==> src/rtl/collision_sequencer_pkg.sv <==
// Shared constants, state encoding and payload types for the collision sequencer.
// Sprite sizes and the lane y table live here so the sequencer and comparator agree.
package collision_sequencer_pkg;

   localparam int unsigned POS_W         = 10;
   localparam int unsigned SUM_W         = 11;
   localparam int unsigned IDX_W         = 3;
   localparam int unsigned INV_W         = 8;

   localparam int unsigned CAR_WIDTH     = 32;
   localparam int unsigned CAR_HEIGHT    = 32;
   localparam int unsigned PLAYER_WIDTH  = 32;
   localparam int unsigned PLAYER_HEIGHT = 32;

   localparam int unsigned CAR_Y1        = 100;
   localparam int unsigned CAR_Y2        = 180;
   localparam int unsigned CAR_Y3        = 260;
   localparam int unsigned CAR_Y4        = 340;

   typedef enum logic [1:0] {
      ST_IDLE   = 2'd0,
      ST_SCAN   = 2'd1,
      ST_DECIDE = 2'd2
   } state_t;

   typedef struct packed {
      logic [POS_W-1:0] x;
      logic [POS_W-1:0] y;
   } rect_pos_t;

   // Lanes 4..7 reuse the four-entry table.
   function automatic logic [POS_W-1:0] lane_y(input logic [IDX_W-1:0] idx);
      logic [POS_W-1:0] y;
      case (idx)
         3'd0, 3'd4: y = POS_W'(CAR_Y1);
         3'd1, 3'd5: y = POS_W'(CAR_Y2);
         3'd2, 3'd6: y = POS_W'(CAR_Y3);
         default:    y = POS_W'(CAR_Y4);
      endcase
      return y;
   endfunction

endpackage

==> src/rtl/collision_sequencer_overlap.sv <==
// rect_overlap: combinational strict-inequality overlap test of two rectangles.
// Edges are widened to 11 bits so right/bottom edges near 1023 never wrap.
module rect_overlap
   import collision_sequencer_pkg::*;
#(
   parameter int unsigned A_W = PLAYER_WIDTH,
   parameter int unsigned A_H = PLAYER_HEIGHT,
   parameter int unsigned B_W = CAR_WIDTH,
   parameter int unsigned B_H = CAR_HEIGHT
) (
   input  rect_pos_t i_a,
   input  rect_pos_t i_b,
   output logic      o_overlap_c
);

   logic [SUM_W-1:0] w_ax, w_ay, w_bx, w_by;
   logic [SUM_W-1:0] w_ax_end, w_ay_end, w_bx_end, w_by_end;

   assign w_ax     = SUM_W'(i_a.x);
   assign w_ay     = SUM_W'(i_a.y);
   assign w_bx     = SUM_W'(i_b.x);
   assign w_by     = SUM_W'(i_b.y);
   assign w_ax_end = w_ax + SUM_W'(A_W);
   assign w_ay_end = w_ay + SUM_W'(A_H);
   assign w_bx_end = w_bx + SUM_W'(B_W);
   assign w_by_end = w_by + SUM_W'(B_H);

   assign o_overlap_c = (w_ax < w_bx_end) && (w_ax_end > w_bx) &&
                        (w_ay < w_by_end) && (w_ay_end > w_by);

endmodule

==> src/rtl/collision_sequencer.sv <==
// Per-frame collision scan: snapshot positions, test one car per clock, then apply hit/lives.
// Optional post-hit invulnerability counter is built when COLLISION_INVULN_EN is defined.
module collision_sequencer
   import collision_sequencer_pkg::*;
#(
   parameter int unsigned NUM_CARS      = 4,
   parameter int unsigned START_LIVES   = 3,
   parameter int unsigned LIVES_W       = 2,
   parameter int unsigned INVULN_FRAMES = 60
) (
   input  logic                      clk,
   input  logic                      rst_n,
   input  logic                      frame_tick,
   input  logic                      restart,
   input  logic [POS_W-1:0]          player_x,
   input  logic [POS_W-1:0]          player_y,
   input  logic [POS_W*NUM_CARS-1:0] car_x,
   output logic                      hit,
   output logic [IDX_W-1:0]          hit_car,
   output logic                      respawn,
   output logic [LIVES_W-1:0]        lives,
   output logic                      invuln,
   output logic                      game_over,
   output logic                      busy,
   output logic                      overrun
);

   if (NUM_CARS < 1 || NUM_CARS > 8) begin : g_bad_num_cars
      $error("collision_sequencer: NUM_CARS out of range");
   end
   if (INVULN_FRAMES < 1 || INVULN_FRAMES > 255) begin : g_bad_invuln
      $error("collision_sequencer: INVULN_FRAMES out of range");
   end

   state_t                    r_state, w_state_nxt;
   logic [IDX_W-1:0]          r_idx, w_idx_nxt;
   logic                      r_any_hit, w_any_hit_nxt;
   logic [IDX_W-1:0]          r_first_idx, w_first_idx_nxt;
   logic [POS_W-1:0]          r_px, w_px_nxt;
   logic [POS_W-1:0]          r_py, w_py_nxt;
   logic [POS_W*NUM_CARS-1:0] r_car_x, w_car_x_nxt;
   logic                      r_hit, w_hit_nxt;
   logic                      r_respawn, w_respawn_nxt;
   logic [IDX_W-1:0]          r_hit_car, w_hit_car_nxt;
   logic [LIVES_W-1:0]        r_lives, w_lives_nxt, w_lives_dec;
   logic                      r_game_over, w_game_over_nxt;
   logic                      r_busy, w_busy_nxt;
   logic                      r_overrun, w_overrun_nxt;
`ifdef COLLISION_INVULN_EN
   logic [INV_W-1:0]          r_inv_cnt, w_inv_cnt_nxt;
   logic                      r_invuln, w_invuln_nxt;
`endif

   logic [POS_W-1:0]          w_car_sel;
   logic                      w_overlap;
   rect_pos_t                 w_player_rect, w_car_rect;

   // Car x mux for the lane currently being scanned.
   always_comb begin
      w_car_sel = '0;
      for (int i = 0; i < int'(NUM_CARS); i++) begin
         if (r_idx == IDX_W'(i)) w_car_sel = r_car_x[i*POS_W +: POS_W];
      end
   end

   assign w_player_rect = '{x: r_px, y: r_py};
   assign w_car_rect    = '{x: w_car_sel, y: lane_y(r_idx)};
   assign w_lives_dec   = r_lives - LIVES_W'(1);

   rect_overlap u_overlap (
      .i_a         (w_player_rect),
      .i_b         (w_car_rect),
      .o_overlap_c (w_overlap)
   );

   always_ff @(posedge clk or negedge rst_n) begin
      if (!rst_n) begin
         r_state     <= ST_IDLE;
         r_idx       <= '0;
         r_any_hit   <= 1'b0;
         r_first_idx <= '0;
         r_px        <= '0;
         r_py        <= '0;
         r_car_x     <= '0;
         r_hit       <= 1'b0;
         r_respawn   <= 1'b0;
         r_hit_car   <= '0;
         r_lives     <= LIVES_W'(START_LIVES);
         r_game_over <= 1'b0;
         r_busy      <= 1'b0;
         r_overrun   <= 1'b0;
`ifdef COLLISION_INVULN_EN
         r_inv_cnt   <= '0;
         r_invuln    <= 1'b0;
`endif
      end else begin
         r_state     <= w_state_nxt;
         r_idx       <= w_idx_nxt;
         r_any_hit   <= w_any_hit_nxt;
         r_first_idx <= w_first_idx_nxt;
         r_px        <= w_px_nxt;
         r_py        <= w_py_nxt;
         r_car_x     <= w_car_x_nxt;
         r_hit       <= w_hit_nxt;
         r_respawn   <= w_respawn_nxt;
         r_hit_car   <= w_hit_car_nxt;
         r_lives     <= w_lives_nxt;
         r_game_over <= w_game_over_nxt;
         r_busy      <= w_busy_nxt;
         r_overrun   <= w_overrun_nxt;
`ifdef COLLISION_INVULN_EN
         r_inv_cnt   <= w_inv_cnt_nxt;
         r_invuln    <= w_invuln_nxt;
`endif
      end
   end

   // Next-state and next-output logic; restart overrides everything including a same-cycle tick.
   always_comb begin
      w_state_nxt     = r_state;
      w_idx_nxt       = r_idx;
      w_any_hit_nxt   = r_any_hit;
      w_first_idx_nxt = r_first_idx;
      w_px_nxt        = r_px;
      w_py_nxt        = r_py;
      w_car_x_nxt     = r_car_x;
      w_hit_nxt       = 1'b0;
      w_respawn_nxt   = 1'b0;
      w_hit_car_nxt   = r_hit_car;
      w_lives_nxt     = r_lives;
      w_game_over_nxt = r_game_over;
      w_overrun_nxt   = r_overrun;
`ifdef COLLISION_INVULN_EN
      w_inv_cnt_nxt   = r_inv_cnt;
`endif

      if (restart) begin
         w_state_nxt     = ST_IDLE;
         w_idx_nxt       = '0;
         w_any_hit_nxt   = 1'b0;
         w_hit_car_nxt   = '0;
         w_lives_nxt     = LIVES_W'(START_LIVES);
         w_game_over_nxt = 1'b0;
         w_overrun_nxt   = 1'b0;
`ifdef COLLISION_INVULN_EN
         w_inv_cnt_nxt   = '0;
`endif
      end else begin
         if (frame_tick && (r_state != ST_IDLE)) w_overrun_nxt = 1'b1;

         case (r_state)
            ST_IDLE: begin
               if (frame_tick) begin
                  w_state_nxt   = ST_SCAN;
                  w_px_nxt      = player_x;
                  w_py_nxt      = player_y;
                  w_car_x_nxt   = car_x;
                  w_idx_nxt     = '0;
                  w_any_hit_nxt = 1'b0;
               end
            end
            ST_SCAN: begin
               if (w_overlap && !r_any_hit) begin
                  w_any_hit_nxt   = 1'b1;
                  w_first_idx_nxt = r_idx;
               end
               if (r_idx == IDX_W'(NUM_CARS - 1)) w_state_nxt = ST_DECIDE;
               else                              w_idx_nxt   = r_idx + IDX_W'(1);
            end
            ST_DECIDE: begin
               w_state_nxt = ST_IDLE;
               if (!r_game_over) begin
`ifdef COLLISION_INVULN_EN
                  if (r_inv_cnt != '0) w_inv_cnt_nxt = r_inv_cnt - INV_W'(1);
                  else
`endif
                  if (r_any_hit) begin
                     w_hit_nxt     = 1'b1;
                     w_hit_car_nxt = r_first_idx;
                     w_lives_nxt   = w_lives_dec;
                     if (w_lives_dec == '0) begin
                        w_game_over_nxt = 1'b1;
                     end else begin
                        w_respawn_nxt = 1'b1;
`ifdef COLLISION_INVULN_EN
                        w_inv_cnt_nxt = INV_W'(INVULN_FRAMES);
`endif
                     end
                  end
               end
            end
            default: w_state_nxt = ST_IDLE;
         endcase
      end

      w_busy_nxt = (w_state_nxt != ST_IDLE);
`ifdef COLLISION_INVULN_EN
      w_invuln_nxt = (w_inv_cnt_nxt != '0);
`endif
   end

   assign hit       = r_hit;
   assign hit_car   = r_hit_car;
   assign respawn   = r_respawn;
   assign lives     = r_lives;
   assign game_over = r_game_over;
   assign busy      = r_busy;
   assign overrun   = r_overrun;
`ifdef COLLISION_INVULN_EN
   assign invuln    = r_invuln;
`else
   assign invuln    = 1'b0;
`endif

endmodule

==> config.mk <==
export PLATFORM = sky130hd
export DESIGN_NAME = collision_sequencer
export DESIGN_NICKNAME = d
export VERILOG_FILES = /design/src/rtl/collision_sequencer_pkg.sv /design/src/rtl/collision_sequencer_overlap.sv /design/src/rtl/collision_sequencer.sv
export SDC_FILE = /design/constraint.sdc
export NUM_CORES = 1
export LEC_CHECK = 0
export CAP_MARGIN = 40
export CELL_PAD_IN_SITES_DETAIL_PLACEMENT = 0
export CELL_PAD_IN_SITES_GLOBAL_PLACEMENT = 1
export CORE_ASPECT_RATIO = 2
export CORE_MARGIN = 2
export CORE_UTILIZATION = 47
export DETAILED_ROUTE_END_ITERATION = 16
export PLACE_DENSITY_LB_ADDON = 0.1
export SETUP_SLACK_MARGIN = 0.1
export SYNTH_ARGS = -nofsm -noshare
export SYNTH_HDL_FRONTEND = slang
export SYNTH_HIERARCHICAL = 1
export SYNTH_SLANG_ARGS = --single-unit
==> constraint.sdc <==
create_clock -name clk -period 9.5 [get_ports clk]
set_input_delay 0.95 -clock clk [delete_from_list [all_inputs] [get_ports clk]]
set_output_delay 0.95 -clock clk [all_outputs]
set_load 0.01 [all_outputs]
==> results.json, run 1 <==
{
  "outcome": "completed",
  "path_clk_slew_ps": 70,
  "drt_iter0_markers": 78,
  "ys_types": 46,
  "synthMuxAreaShare_pct": 20.6,
  "totalNegativeSetupSlack_ps": 0,
  "rsz0062_at_grt": "false",
  "yosys.area_share.simple_pct": 7.95,
  "syn_area_per_cell_um2": 11.8,
  "synth_compound_area_share_pct": 10.7,
  "hold_viol": 0,
  "track_usage_pct": 22.3,
  "areaGrowthSynthToFinish_pct": 24.4,
  "clock-root-buffer": "clkbuf_16",
  "finalNetCount": 575,
  "syn_area_mm2": 0.00469,
  "grt_pass1_vias": 3509,
  "cts_setup_buffers": 0,
  "crit_path_end_kind": "flip-flop",
  "arrival_ps": 4800,
  "ys_async_sr_fraction_pct": 100,
  "ys_seq_area_share_pct": 42.2,
  "wire_per_inst_um": 18.6,
  "dieArea_mm2": 0.0108,
  "synth_top_area_share_pct": 41.1,
  "grt_pass1_wl_mm": 18.0,
  "grt_max_degree": 56,
  "synth_top_family_by_area": "multiplexers",
  "drc": 0,
  "synth_top_cell_by_area": "dfrtp_1",
  "synth_adder_area_share_pct": 10.7,
  "yosys_warnings": 6,
  "io_buffers": 73,
  "drive_gt1_share_pct": 18.5,
  "timing.fmax_mhz": 218,
  "ctsHtreeMaxLevel": 3,
  "postLayoutCoreUtil_pct": 60.2,
  "place_area_mm2": 0.00552,
  "die_x_um": 74.6,
  "n_antenna_cell": 0,
  "coreArea_mm2": 0.00970,
  "clk_latency_ps": 340,
  "period_share_pct": 48.3,
  "slew_headroom_pct": 56.9,
  "layout_min_cycle_time_ps": 4590,
  "die_height_um": 145,
  "cts_tree": "done",
  "max_cap_violations": 0,
  "start_kind": "flip-flop",
  "start_util_pct": 48.4,
  "path_class": "flip-flop to flip-flop",
  "syn_inst": 397,
  "io_pins": 75,
  "gp_congestion": 0.845,
  "synth_edf_count": 0,
  "synth.top_cells.by_area": "dfrtp_1, mux2_4, ha_1",
  "synth-main-ff-cell": "dfrtp_1",
  "routed_wl_mm": 11.3,
  "crit_required_ps": 9710,
  "holdBufCountCts": 0,
  "p_per_area_mw_per_mm2": 197,
  "fin_worst_skew_ps": 11.8,
  "antenna_found_initial": 0,
  "peakVddDrop_mv": 0.115,
  "avgViaCountPerCell": 5.32,
  "leakage_nw": 2.67,
  "clock-sinks": 79,
  "synth.top_cells.by_count": "dfrtp_1, mux2_4, ha_1",
  "crit_fanout": 19,
  "vias": 3236,
  "worst_pin_slew_ps": 645,
  "ctsResizeCount": 0,
  "dp.final_hpwl_mm": 8.97,
  "hold_path_class": "flip-flop to flip-flop",
  "fillCellCount": 843,
  "num_rows": 51,
  "clk_path_buf_depth": 2,
  "cts-buffers-inserted": 9,
  "design_area_mm2": 0.00584,
  "finalSetupViolCount": 0,
  "grt-ovfl-total": 0,
  "ys_ff_latch": 79,
  "first_pass_iters": 4,
  "ant_nets": 0,
  "yosysMostFrequentCell": "dfrtp_1",
  "slew_viol_final": 0,
  "synth_xor_xnor_area_share_pct": 2.43
}
layout by cell type (no fill, tap or decap), types with 6 or more instances in the layout:
cell type and n:
xnor2_1 9, o21ai_0 14, nor3_1 6, mux2_4 60, dfrtp_1 77, nor2_1 11
inv_1 32, clkdlybuf4s50_1 72, nand3_1 14, a221oi_1 10, a21o_1 6, conb_1 6
o21ai_1 11, a21oi_1 15, nand2_1 22, ha_1 40, clkbuf_16 9
where the power goes:
part	leakage, nW	switching, mW	internal, mW	total, mW
sequential	0.960	0.0510	0.391	0.442
combinational	1.55	0.147	0.191	0.338
clock	0.152	0.138	0.230	0.367
logic make-up after synthesis:
family          count (synthesis)
flops                          79
mux                            66
buf+inv                        50
simple gates                   71
compound gates                 76
fa+ha+maj                      40
xor+xnor                       13
other cells                     2
final cells by class:
cell class / count / area (µm²) / area share (%)
Clock buffer: 10 / 229 / 3.92
Clock inverter: 6 / 86.3 / 1.48
Inverter: 32 / 120 / 2.06
Multi-Input combinational cell: 272 / 2480 / 42.5
Sequential cell: 79 / 1980 / 33.9
Tap cell: 132 / 165 / 2.83
Timing Repair Buffer: 77 / 778 / 13.3
per-layer routing:
layer	GRT usage [%]	vias to the layer above	part of all wire, %
met3	2.99	24	2.3
met5	0	-	0
li1	-	1551	-
met4	9.55	0	3.4
met1	23.1	1595	36
met2	42.1	66	58
worst max-delay path: stages (launching register included):
cell and delay, ps:
dfrtp_1 420, inv_1 80, ha_1 410, nor2b_1 610, a221oi_1 180, o21ai_1 290
inv_1 100, nor3_1 290, xnor2_1 170, ha_1 260, a21o_1 150, a21oi_1 160
and4_1 200, a21oi_1 60, a211oi_2 160, nor2b_1 170, nor4b_2 380, mux2_1 370
metrics by stage:
stage / power, mW / worst slack, ps / std cells / hold slack (ps)
6_report: 1.15 / 4910 / 608 / 503
5_1_grt: 1.21 / 4560 / 608 / 534
4_1_cts: 1.16 / 4890 / 608 / 506
3_5_place_dp: 0.788 / 4930 / 592 / 485
3_3_place_gp: 0.782 / 5080 / 591 / 490
2_1_floorplan: 0.676 / 5710 / 401 / 457
flip-flops by register name, indices dropped and copies added, names as in the netlist:
register / flops
overrun: 1
r_car_x: 40
r_idx: 3
lives: 2
game_over: 1
hit: 1
r_first_idx: 3
r_px: 10
busy: 1
r_any_hit: 1
r_py: 10
hit_car: 3
r_state: 2
respawn: 1
final timing paths:
kind | cells past startpoint | start | slack, ps | to
max | 17 | r_idx[1]$_DFFE_PN0P_ | 4910 | r_first_idx[1]$_DFFE_PN0P_
min | 1 | r_first_idx[2]$_DFFE_PN0P_ | 500 | r_first_idx[2]$_DFFE_PN0P_
max reg2reg | 17 | r_idx[1]$_DFFE_PN0P_ | 4910 | r_first_idx[1]$_DFFE_PN0P_
min reg2reg | 1 | r_first_idx[2]$_DFFE_PN0P_ | 500 | r_first_idx[2]$_DFFE_PN0P_
max in group asynchronous | 2 | rst_n | 8340 | lives[0]$_DFFE_PN1P_
min in group asynchronous | 1 | rst_n | 520 | r_py[4]$_DFFE_PN0P_
(Power assumes the default switching activity.)
==> run 2: changes to the inputs <==
--- a/config.mk
+++ b/config.mk
@@ -10,7 +10,7 @@
 export CELL_PAD_IN_SITES_GLOBAL_PLACEMENT = 1
 export CORE_ASPECT_RATIO = 2
 export CORE_MARGIN = 2
-export CORE_UTILIZATION = 47
+export CORE_UTILIZATION = 39
 export DETAILED_ROUTE_END_ITERATION = 16
 export PLACE_DENSITY_LB_ADDON = 0.1
 export SETUP_SLACK_MARGIN = 0.1
==> constraint.sdc (replaced) <==
create_clock -name clk -period 4.1 [get_ports clk]
set_input_delay 0.41 -clock clk [delete_from_list [all_inputs] [get_ports clk]]
set_output_delay 0.41 -clock clk [all_outputs]
set_load 0.01 [all_outputs]
==> run 2 against run 1 <==
Against the previous run: the flow now finishes with violations (hold timing); die area increased by 20%; routed wire length up 8.1%; critical path depth increased by 2; count of clock-buffer cells in the layout rose by 1; clock power rose to 2.5 times the previous value; register-to-register slack lost 4700 ps; clock skew fell by 2.8 ps; combinational power increased to 2.7 times the previous value; first-iteration DRC count decreased by 19%; setup slack lost 4700 ps; fmax increased by 18%; flip-flop and latch count unchanged; largest power group unchanged.
==> results.json, run 2 (synthesized netlist as in run 1, its figures left out) <==
{
  "reg2reg_slack_ps": 220,
  "cp_slowest_cell": "dfrtp_2",
  "timing.fmax_mhz": 258,
  "final_cell_mix": "dfrtp_1, clkdlybuf4s50_1, mux2_4",
  "grt-ovfl-total": 0,
  "worstPathCellList": "ha_4 > ha_1 > nor2_2 > buf_6 > o21ai_0 > o21ai_1 > inv_1 > nor3_4 > xnor2_2 > ha_1 > a21o_1 > a21oi_2 > and4_1 > a21oi_1 > a211oi_2 > nor2b_2 > nor4b_4 > buf_4 > mux2_1",
  "rr_startpoint": "r_idx[0]$_DFFE_PN0P_",
  "avgViaCountPerCell": 5.20,
  "rr_endpoint": "r_first_idx[2]$_DFFE_PN0P_",
  "crit_fanout": 6,
  "grt_pass1_vias": 3645,
  "finalNetCount": 603,
  "hold_viol": 2,
  "drc": 0,
  "clk_latency_ps": 340,
  "crit_path_end_kind": "flip-flop",
  "total_power_mw": 2.88,
  "period_share_pct": 94.6,
  "worst_pin_slew_ps": 571,
  "vias": 3372,
  "cts_tree": "done",
  "io_pins": 75,
  "crit_required_ps": 4320,
  "top_regs": "r_car_x x40, r_px x10, r_py x10",
  "antenna_found_initial": 0,
  "outcome": "finished, violations left",
  "layout_min_cycle_time_ps": 3880,
  "postLayoutCoreUtil_pct": 53.6,
  "finalSetupViolCount": 0,
  "fillCellCount": 1034,
  "leakage_nw": 2.85,
  "arrival_ps": 4100,
  "track_usage_pct": 19.6,
  "n_antenna_cell": 0,
  "rsz0062_at_grt": "false",
  "clock-root-buffer": "clkbuf_16",
  "finalNonFillerCells": 649,
  "max_flop_register": "r_car_x",
  "slowest_delay_ps": 470,
  "ant_nets": 0,
  "path_clk_slew_ps": 60,
  "violations": "hold timing",
  "place_area_mm2": 0.00568,
  "endpoint": "r_first_idx[2]$_DFFE_PN0P_",
  "cpMostUsedCell": "ha_1",
  "fin_worst_skew_ps": 8.97,
  "grt_pass1_wl_mm": 19.0,
  "slew_viol_final": 0,
  "routed_wl_mm": 12.2,
  "max_cap_violations": 0,
  "p_per_area_mw_per_mm2": 459,
  "wire_per_inst_um": 18.8,
  "rr_worst_depth": 19,
  "dp.final_hpwl_mm": 9.34,
  "hold_path_class": "primary input to asynchronous set/reset pin",
  "path_class": "flip-flop to flip-flop",
  "grt_max_degree": 52,
  "slew_headroom_pct": 62.0,
  "crit_start": "r_idx[0]$_DFFE_PN0P_",
  "die_height_um": 159,
  "clock-sinks": 79,
  "design_area_mm2": 0.00628,
  "hold_slack_ps": -1.19,
  "coreArea_mm2": 0.0117,
  "clk_path_buf_depth": 2,
  "io_buffers": 73,
  "final_common_cell": "dfrtp_1",
  "start_kind": "flip-flop",
  "largest_reg_flops": 40,
  "first_pass_iters": 4,
  "start_util_pct": 40.1,
  "peakVddDrop_mv": 0.304,
  "num_rows": 56,
  "drt_iter0_markers": 63,
  "areaGrowthSynthToFinish_pct": 33.8,
  "ctsHtreeMaxLevel": 3,
  "cts-buffers-inserted": 9,
  "dp.cells": 624,
  "die_x_um": 81.6,
  "gp_congestion": 0.830,
  "dieArea_mm2": 0.0130,
  "drive_gt1_share_pct": 28.8
}
[run 2: what timing repair did]
item                       4_1_cts  5_1_grt
gates cloned                     0        1
buffers inserted                 0        8
hold buffers                     0        0
setup endpoints to repair        3        3
pin swaps                        0       13
gates resized for setup          9       30
hold endpoints to repair         0        0
[run 2: metal layers]
layer / track usage [%] / part of all wire (%) / vias up
met4: 8.55 / 4.3 / 0
met3: 3.00 / 2.8 / 27
met2: 36.5 / 56 / 70
met5: 0 / 0 / -
met1: 20.6 / 37 / 1658
li1: - / - / 1617
[run 2: layout make-up]
cell class              count  area, µm²  share of cell area [%]
repair buffers            105        996                    15.9
well taps                 145        181                    2.89
clock buffers              11        233                    3.71
multi-input cells         272       2660                    42.3
flip-flops and latches     79       1980                    31.6
clock inverters             5        106                    1.69
inverters                  32        120                    1.91
[run 2: through the flow]
step / worst slack [ps] / setup TNS, ps
floorplan: 310 / 0
global placement: 144 / 0
detailed placement: -9.87 / -9.87
CTS: 102 / 0
global route: 45.1 / 0
finish: 223 / 0
[run 2: worst max-delay path: cells and delay by family, from the launching register on]
kind	cells	cell delay, ps
fa+ha+maj	3	700
xor+xnor	1	90
simple gates	5	930
compound gates	6	860
flops	1	470
buf+inv	3	390
mux	1	320
[run 2: worst min-delay path by stage]
stage	to	slack (ps)	cells after the start
6_report	r_py[5]$_DFFE_PN0P_	-1	1
5_1_grt	r_py[6]$_DFFE_PN0P_	30	1
4_1_cts	r_py[5]$_DFFE_PN0P_	8	1
3_5_place_dp	r_py[5]$_DFFE_PN0P_	380	1
3_3_place_gp	r_first_idx[1]$_DFFE_PN0P_	490	1
2_1_floorplan	busy$_DFF_PN0_	110	0
[run 2: power breakdown]
part,internal [mW],switching [mW]
Sequential,0.906,0.135
Combinational,0.530,0.388
Clock,0.597,0.323
